### src/rtl/way_replacement_controller_if.sv
// Core-side request/response, way-array and memory handshakes
// for one cache set, bundled for the replacement controller.
interface way_replacement_controller_if #(
    parameter int NUM_WAYS      = 4,
    parameter int COUNTER_WIDTH = 8,
    parameter int ADDRESS_WIDTH = 32,
    parameter int BLOCK_SIZE    = 32
);
    localparam int OFFSET_WIDTH = $clog2(BLOCK_SIZE);
    localparam int TAG_WIDTH = ADDRESS_WIDTH - OFFSET_WIDTH;

    logic                              req_valid;
    logic                              req_ready;
    logic [ADDRESS_WIDTH-1:0]          req_addr;
    logic                              req_write;
    logic [NUM_WAYS-1:0]               way_valid;
    logic [NUM_WAYS-1:0]               way_dirty;
    logic [NUM_WAYS*TAG_WIDTH-1:0]     way_tag;
    logic [NUM_WAYS-1:0]               access;
    logic [NUM_WAYS-1:0]               allocate;
    logic [NUM_WAYS-1:0]               wen;
    logic [NUM_WAYS*COUNTER_WIDTH-1:0] way_age;
    logic [NUM_WAYS-1:0]               expired;
    logic                              wb_valid;
    logic                              wb_ready;
    logic [NUM_WAYS-1:0]               wb_way;
    logic                              fill_valid;
    logic                              fill_ready;
    logic [ADDRESS_WIDTH-1:0]          fill_addr;
    logic                              resp_valid;
    logic                              resp_hit;
    logic [NUM_WAYS-1:0]               resp_way;

    modport master (
        output req_valid, req_addr, req_write,
        output way_valid, way_dirty, way_tag,
        output wb_ready, fill_ready,
        input  req_ready, access, allocate, wen,
        input  way_age, expired, wb_valid, wb_way,
        input  fill_valid, fill_addr,
        input  resp_valid, resp_hit, resp_way
    );

    modport slave (
        input  req_valid, req_addr, req_write,
        input  way_valid, way_dirty, way_tag,
        input  wb_ready, fill_ready,
        output req_ready, access, allocate, wen,
        output way_age, expired, wb_valid, wb_way,
        output fill_valid, fill_addr,
        output resp_valid, resp_hit, resp_way
    );
endinterface

### src/rtl/way_replacement_controller.sv
// Per-set true-LRU lookup/replacement sequencer.
// Define EVICT_WRITEBACK_EN for dirty-victim writeback; otherwise write-through.
module way_replacement_controller #(
    parameter int NUM_WAYS      = 4,
    parameter int COUNTER_WIDTH = 8,
    parameter int ADDRESS_WIDTH = 32,
    parameter int BLOCK_SIZE    = 32
) (
    input logic clk,
    input logic rst_n,
    way_replacement_controller_if.slave bus
);
    localparam int OFFSET_WIDTH = $clog2(BLOCK_SIZE);
    localparam int TAG_WIDTH = ADDRESS_WIDTH - OFFSET_WIDTH;
    localparam int IDX_WIDTH = $clog2(NUM_WAYS);
    localparam logic [COUNTER_WIDTH-1:0] OLDEST =
        COUNTER_WIDTH'(NUM_WAYS - 1);

    typedef enum logic [2:0] {
        IDLE,
        LOOKUP,
`ifdef EVICT_WRITEBACK_EN
        WRITEBACK,
`endif
        FILL,
        RESPOND
    } state_t;

    state_t state;
    state_t nextState;

    logic [TAG_WIDTH-1:0]     tagQ;
    logic                     writeQ;
    logic [IDX_WIDTH-1:0]     victimQ;
    logic                     respHitQ;
    logic [NUM_WAYS-1:0]      respWayQ;
    logic [COUNTER_WIDTH-1:0] age [NUM_WAYS];

    logic                 hit;
    logic [IDX_WIDTH-1:0] hitIdx;
    logic [IDX_WIDTH-1:0] invIdx;
    logic [IDX_WIDTH-1:0] expIdx;
    logic [IDX_WIDTH-1:0] victimIdx;
    logic                 anyInvalid;
    logic                 victimDirty;
    logic [NUM_WAYS-1:0]  hitHot;
    logic [NUM_WAYS-1:0]  victimHot;
    logic [NUM_WAYS-1:0]  victimQHot;
    logic                 touch;
    logic [IDX_WIDTH-1:0] touchIdx;
    logic                 unusedBits;

    // Downward scans so the lowest matching index is the one kept.
    always_comb begin
        hit = 1'b0;
        hitIdx = '0;
        invIdx = '0;
        expIdx = '0;
        for (int i = NUM_WAYS - 1; i >= 0; i--) begin
            if (bus.way_valid[i] &&
                bus.way_tag[i*TAG_WIDTH +: TAG_WIDTH] == tagQ) begin
                hit = 1'b1;
                hitIdx = IDX_WIDTH'(i);
            end
            if (!bus.way_valid[i]) invIdx = IDX_WIDTH'(i);
            if (age[i] == OLDEST) expIdx = IDX_WIDTH'(i);
        end
        anyInvalid = ~&bus.way_valid;
        victimIdx = anyInvalid ? invIdx : expIdx;
    end

    assign hitHot = NUM_WAYS'(1) << hitIdx;
    assign victimHot = NUM_WAYS'(1) << victimIdx;
    assign victimQHot = NUM_WAYS'(1) << victimQ;

`ifdef EVICT_WRITEBACK_EN
    assign victimDirty = !anyInvalid && bus.way_dirty[victimIdx];
    assign unusedBits = ^bus.req_addr[OFFSET_WIDTH-1:0];
`else
    assign victimDirty = 1'b0;
    assign unusedBits = ^{bus.req_addr[OFFSET_WIDTH-1:0],
                          bus.way_dirty, bus.wb_ready};
`endif

    always_comb begin
        nextState = state;
        bus.req_ready = 1'b0;
        bus.access = '0;
        bus.allocate = '0;
        bus.wen = '0;
        bus.wb_valid = 1'b0;
        bus.wb_way = '0;
        bus.fill_valid = 1'b0;
        bus.resp_valid = 1'b0;
        touch = 1'b0;
        touchIdx = victimQ;
        unique case (state)
            IDLE: begin
                bus.req_ready = 1'b1;
                if (bus.req_valid) nextState = LOOKUP;
            end
            LOOKUP: begin
                if (hit) begin
                    bus.access = hitHot;
                    bus.wen = writeQ ? hitHot : '0;
                    touch = 1'b1;
                    touchIdx = hitIdx;
                    nextState = RESPOND;
                end else if (victimDirty) begin
`ifdef EVICT_WRITEBACK_EN
                    nextState = WRITEBACK;
`else
                    nextState = FILL;
`endif
                end else begin
                    nextState = FILL;
                end
            end
`ifdef EVICT_WRITEBACK_EN
            WRITEBACK: begin
                bus.wb_valid = 1'b1;
                bus.wb_way = victimQHot;
                if (bus.wb_ready) nextState = FILL;
            end
`endif
            FILL: begin
                bus.fill_valid = 1'b1;
                if (bus.fill_ready) begin
                    bus.allocate = victimQHot;
                    bus.wen = writeQ ? victimQHot : '0;
                    touch = 1'b1;
                    nextState = RESPOND;
                end
            end
            RESPOND: begin
                bus.resp_valid = 1'b1;
                nextState = IDLE;
            end
            default: nextState = IDLE;
        endcase
    end

    always_ff @(posedge clk or negedge rst_n) begin
        if (!rst_n) begin
            state <= IDLE;
            tagQ <= '0;
            writeQ <= 1'b0;
            victimQ <= '0;
            respHitQ <= 1'b0;
            respWayQ <= '0;
        end else begin
            state <= nextState;
            if (state == IDLE && bus.req_valid) begin
                tagQ <= bus.req_addr[ADDRESS_WIDTH-1:OFFSET_WIDTH];
                writeQ <= bus.req_write;
            end
            if (state == LOOKUP) begin
                respHitQ <= hit;
                respWayQ <= hit ? hitHot : victimHot;
                if (!hit) victimQ <= victimIdx;
            end
        end
    end

    // Ages stay a permutation: only younger ways move up by one.
    always_ff @(posedge clk or negedge rst_n) begin
        if (!rst_n) begin
            for (int i = 0; i < NUM_WAYS; i++)
                age[i] <= COUNTER_WIDTH'(i);
        end else if (touch) begin
            for (int i = 0; i < NUM_WAYS; i++) begin
                if (IDX_WIDTH'(i) == touchIdx)
                    age[i] <= '0;
                else if (age[i] < age[touchIdx])
                    age[i] <= age[i] + COUNTER_WIDTH'(1);
            end
        end
    end

    always_comb begin
        bus.way_age = '0;
        bus.expired = '0;
        for (int i = 0; i < NUM_WAYS; i++) begin
            bus.way_age[i*COUNTER_WIDTH +: COUNTER_WIDTH] = age[i];
            bus.expired[i] = (age[i] == OLDEST);
        end
    end

    assign bus.fill_addr = {tagQ, {OFFSET_WIDTH{1'b0}}};
    assign bus.resp_hit = respHitQ;
    assign bus.resp_way = respWayQ;
endmodule

### src/flat_wrapper.sv
// flat-port wrapper written by rule: the top's interface ports become plain ports
module way_replacement_controller_flat 
#(
    parameter int NUM_WAYS      = 4,
    parameter int COUNTER_WIDTH = 8,
    parameter int ADDRESS_WIDTH = 32,
    parameter int BLOCK_SIZE    = 32
)
  (clk, rst_n, bus_req_valid, bus_req_addr, bus_req_write, bus_way_valid, bus_way_dirty, bus_way_tag, bus_wb_ready, bus_fill_ready, bus_req_ready, bus_access, bus_allocate, bus_wen, bus_way_age, bus_expired, bus_wb_valid, bus_wb_way, bus_fill_valid, bus_fill_addr, bus_resp_valid, bus_resp_hit, bus_resp_way);
  way_replacement_controller_if #(.NUM_WAYS(NUM_WAYS), .COUNTER_WIDTH(COUNTER_WIDTH), .ADDRESS_WIDTH(ADDRESS_WIDTH), .BLOCK_SIZE(BLOCK_SIZE)) bus_i ();
  input logic clk;
  input logic rst_n;
  input wire logic [$bits(bus_i.req_valid)-1:0] bus_req_valid;
  input wire logic [$bits(bus_i.req_addr)-1:0] bus_req_addr;
  input wire logic [$bits(bus_i.req_write)-1:0] bus_req_write;
  input wire logic [$bits(bus_i.way_valid)-1:0] bus_way_valid;
  input wire logic [$bits(bus_i.way_dirty)-1:0] bus_way_dirty;
  input wire logic [$bits(bus_i.way_tag)-1:0] bus_way_tag;
  input wire logic [$bits(bus_i.wb_ready)-1:0] bus_wb_ready;
  input wire logic [$bits(bus_i.fill_ready)-1:0] bus_fill_ready;
  output wire logic [$bits(bus_i.req_ready)-1:0] bus_req_ready;
  output wire logic [$bits(bus_i.access)-1:0] bus_access;
  output wire logic [$bits(bus_i.allocate)-1:0] bus_allocate;
  output wire logic [$bits(bus_i.wen)-1:0] bus_wen;
  output wire logic [$bits(bus_i.way_age)-1:0] bus_way_age;
  output wire logic [$bits(bus_i.expired)-1:0] bus_expired;
  output wire logic [$bits(bus_i.wb_valid)-1:0] bus_wb_valid;
  output wire logic [$bits(bus_i.wb_way)-1:0] bus_wb_way;
  output wire logic [$bits(bus_i.fill_valid)-1:0] bus_fill_valid;
  output wire logic [$bits(bus_i.fill_addr)-1:0] bus_fill_addr;
  output wire logic [$bits(bus_i.resp_valid)-1:0] bus_resp_valid;
  output wire logic [$bits(bus_i.resp_hit)-1:0] bus_resp_hit;
  output wire logic [$bits(bus_i.resp_way)-1:0] bus_resp_way;
  assign bus_i.req_valid = bus_req_valid;
  assign bus_i.req_addr = bus_req_addr;
  assign bus_i.req_write = bus_req_write;
  assign bus_i.way_valid = bus_way_valid;
  assign bus_i.way_dirty = bus_way_dirty;
  assign bus_i.way_tag = bus_way_tag;
  assign bus_i.wb_ready = bus_wb_ready;
  assign bus_i.fill_ready = bus_fill_ready;
  assign bus_req_ready = bus_i.req_ready;
  assign bus_access = bus_i.access;
  assign bus_allocate = bus_i.allocate;
  assign bus_wen = bus_i.wen;
  assign bus_way_age = bus_i.way_age;
  assign bus_expired = bus_i.expired;
  assign bus_wb_valid = bus_i.wb_valid;
  assign bus_wb_way = bus_i.wb_way;
  assign bus_fill_valid = bus_i.fill_valid;
  assign bus_fill_addr = bus_i.fill_addr;
  assign bus_resp_valid = bus_i.resp_valid;
  assign bus_resp_hit = bus_i.resp_hit;
  assign bus_resp_way = bus_i.resp_way;
  way_replacement_controller #(.NUM_WAYS(NUM_WAYS), .COUNTER_WIDTH(COUNTER_WIDTH), .ADDRESS_WIDTH(ADDRESS_WIDTH), .BLOCK_SIZE(BLOCK_SIZE)) u_core (.clk(clk), .rst_n(rst_n), .bus(bus_i));
endmodule
### config.mk
export PLATFORM = sky130hd
export DESIGN_NAME = way_replacement_controller_flat
export DESIGN_NICKNAME = d
export VERILOG_FILES = /design/src/rtl/way_replacement_controller_if.sv /design/src/rtl/way_replacement_controller.sv /design/src/flat_wrapper.sv
export SDC_FILE = /design/constraint.sdc
export NUM_CORES = 1
export LEC_CHECK = 0
export ABC_CLOCK_PERIOD_IN_PS = 12300
export CAP_MARGIN = 30
export CORE_ASPECT_RATIO = 1.1
export CORE_MARGIN = 2
export CORE_UTILIZATION = 48
export CTS_CLUSTER_SIZE = 40
export DETAILED_ROUTE_END_ITERATION = 10
export GPL_ROUTABILITY_DRIVEN = 0
export GPL_TIMING_DRIVEN = 0
export PLACE_DENSITY_LB_ADDON = 0.08
export SETUP_SLACK_MARGIN = 0.15
export SYNTH_ARGS = -nofsm -noshare
export SYNTH_HDL_FRONTEND = slang
export SYNTH_SLANG_ARGS = --single-unit
export TNS_END_PERCENT = 30
### constraint.sdc
create_clock -name clk -period 12.3 [get_ports clk]
set_input_delay 1.23 -clock clk [delete_from_list [all_inputs] [get_ports clk]]
set_output_delay 1.23 -clock clk [all_outputs]
set_load 0.1 [all_outputs]
==> summary.txt <==
STA
  – Max-slew violation count: 0
  – Final setup viols: 0
  – Total negative slack: 0 ns
  – FMAX: 0.148 GHz
  – Rel. slew slack: 32.2%
  – Worst Tran Pin Value: 1.01 ns
  – RSZ-0062 raised after global routing: false
  – Final Cycle Share: 54.8%
  – Fin crit period: 6.74 ns
  – Final worst slack: 5.56 ns
  – Hold Fails Final Rpt: 0
  – Hold WS: 0.488 ns
  – Clock Skews: 0.00877 ns

Logic synthesis
  – Synth cell types: 75
  – Simple-Gate Fraction of Synth Area: 21.9%
  – Yosys synthesis warning count: 0
  – Post-synth top area share: 26.2%
  – Synth Area in XOR/XNOR: 16.3%
  – EDFF count, synth: 0
  – Post-Synth Adder-Cell Area: 5.80%
  – Largest cells by area after synthesis: dfrtp_1 26%, xnor2_1 9.3%, xor2_1 5.9%
  – Post-synth ARST share: 100%
  – Largest family of logic cells by synthesized area: simple AND/OR/NAND/NOR gates
  – #FFs+latches synth: 69
  – Most instantiated cells after synthesis: 73 x nand2_1, 66 x xnor2_1, 65 x dfrtp_1
  – Post-synthesis mux area share: 6.90%
  – Synthesized cell area: 6220 sq um
  – Register area share after synthesis: 27.9%
  – Compound-Gate Fraction of Synth Area: 15.0%
  – Post-synth top area cell: dfrtp_1
  – Main synth FF type: dfrtp_1
  – Count leader, synth: nand2_1
  – Gate Count Post-Synth: 715
  – Post-Syn Area per Cell: 8.69 sq um

Power
  – Pwr/cell area: 277 nW/um^2
  – Leak: 3.68 nW
  – Peak VDD IR: 0.250 mV
  – Total power: 2.51 mW

Hold path
  – Hold Crit Depth: 1
  – Hold Path End: u_core.bus.resp_hit
  – Hold_sp: u_core.bus.resp_hit
  – Worst min path class: flip-flop to flip-flop

Setup path
  – WP buf/inv: 3
  – R2r endpoint: u_core.bus.way_age[31]
  – Req. time, crit path: 12.57 ns
  – Reg2Reg Depth: 20
  – CP Capture Type: flip-flop
  – Peak per-stage delay on the critical path: 0.56 ns
  – Worst EP arrival: 7.01 ns
  – CP delay by family, top: compound AO/OA/AOI/OAI gates
  – Worst path cell trace: clkdlybuf4s50_1 > xnor2_1 > nand4_1 > or4_1 > o211ai_1 > a21oi_1 > or2_1 > clkbuf_1 > clkbuf_1 > nand2_1 > nand2_1 > o21ai_0 > ha_1 > a21o_1 > a21o_1 > a211oi_1 > nand2_1 > o41a_1 > or4_1 > a21oi_1
  – R2R Setup Slk: 6.23 ns
  – Crit path max fanout: 10
  – FF-to-FF Start: u_core.tagQ[7]
  – Slowest-stage cell, CP: or4_1
  – Worst setup SP type: input port
  – CP most frequent cell: nand2_1
  – Critical path class: input port to flip-flop

Clock network
  – H-tree levels: 3
  – CTS sink cnt: 69
  – Post-CTS setup buffers: 0
  – Clock latency at the later pin of the worst-skew pair: 0.34 ns
  – Total CTS buffers: 9
  – Hold-fix buffers, CTS: 0
  – Post-CTS sizing: 0
  – Clk buf depth: 2
  – Clock tree root driver cell: clkbuf_16
  – Clock transition at the registers of the reported paths: 0.06 ns
  – CTS tree: built

Floorplan
  – Die height: 123 um
  – Core box area: 12600 sq um
  – Row count: 43
  – Chip width: 113 um
  – Die ar.: 13900 sq um
  – Initial Util: 49.2%
  – Boundary Pins: 247

Route
  – DR DRC count: 0
  – WL final: 22600 um
  – Vias: 6562
  – Antenna Nets Post-Route: 0
  – Drt pass-1 iters: 6
  – DR WL/cell: 20.1 um
  – Via/cell ratio: 5.84
  – Initial DRC Count: 599

Placed design
  – Pre-CTS WS: 5.26 ns
  – Port Buffers: 226
  – Dpl cell area: 8730 sq um
  – DP Cell Count: 1108
  – Placed wire-length estimate: 18100 um

Global route
  – Number of global-route vias before repair: 6549
  – Grt ovf: 0
  – Largest net degree at the start of global routing: 69
  – GRT Util Overall: 32.2%
  – First-pass GRT wire length: 34500 um
  – Initial antenna violation count: 0

Finish
  – Number of antenna cells inserted: 0
  – Final nets: 1144
  – Final core utilization: 71.6%
  – Final Instance Area: 9060 sq um
  – Area Overhead vs Synth: 45.7%
  – Final Non-Filler Cells: 1124
  – Proportion of layout cells with a drive suffix above 1: 8.89%

Job
  – Max_cap viols: 0

Outcome
  – Status: completed
-- how the worst max path moves through the flow --
stage                               start  depth (start not counted)  slack (ns)                      to
final                     bus_way_tag[28]                         20        5.56  u_core.bus.way_age[31]
after detailed placement  bus_way_tag[28]                         20        5.26  u_core.bus.way_age[31]
after CTS                 bus_way_tag[28]                         20        5.60  u_core.bus.way_age[31]
after global routing      bus_way_tag[28]                         20        5.09  u_core.bus.way_age[31]
after global placement    bus_way_tag[38]                         20        5.36  u_core.bus.way_age[31]
after floorplan           u_core.state[0]                          6        6.02              bus_wen[0]
-- power breakdown --
part | total [mW] | switching [mW] | internal [mW]
Clock | 0.290 | 0.108 | 0.183
Sequential | 0.405 | 0.0887 | 0.316
Combinational | 1.81 | 1.25 | 0.564
Total | 2.51 | 1.44 | 1.06
-- state kept, by name, summed over array words and instances (netlist names) --
name / cells
u_core.bus.way_age: 32
u_core.tagQ: 27
u_core.bus.resp_way: 4
u_core.state: 2
u_core.victimQ: 2
u_core.bus.resp_hit: 1
u_core.writeQ: 1
-- cell type report --
cell class | count | area (sq um)
fill | 966 | 3580
inverter | 26 | 97.6
buffer | 55 | 285
timing repair buffer | 227 | 2290
clock buffer | 10 | 239
clock inverter | 6 | 86.3
tap | 157 | 196
multi-input combinational | 574 | 4140
sequential | 69 | 1730
-- cell usage in the layout (no fill, tap or decap), types with 6 or more instances in the layout --
master	n
nand3_1	24
or3_1	13
nor2_1	27
xnor2_1	66
mux2_2	30
clkdlybuf4s50_1	225
a21oi_1	21
clkbuf_1	38
ha_1	28
o211ai_1	8
nor4_1	22
o21ai_0	24
nand2b_1	9
conb_1	10
nand2_1	73
o31ai_1	7
mux2i_1	8
inv_1	25
and3_1	14
xor2_1	42
or4_1	6
dfrtp_1	65
nand4_1	39
and2_1	6
a21o_1	9
buf_4	12
clkbuf_16	9
-- routing by layer --
layer  track usage, %  wire length, um  up-vias
met5                0                0        -
met4             14.8              913        0
met3             7.25             1720       64
met2             58.3            11700      336
met1             36.2             8210     3091
li1                 -                -     3071
-- cells by family after synthesis --
logic type,count (synthesis)
and+or+nand+nor,257
AOI/OAI and AO/OA,127
xor gates and xnor gates,112
buffers and inverters,81
DFF,69
muxes,39
adders and majority gates,29
other,1
Power figures use the tool's default switching activity.
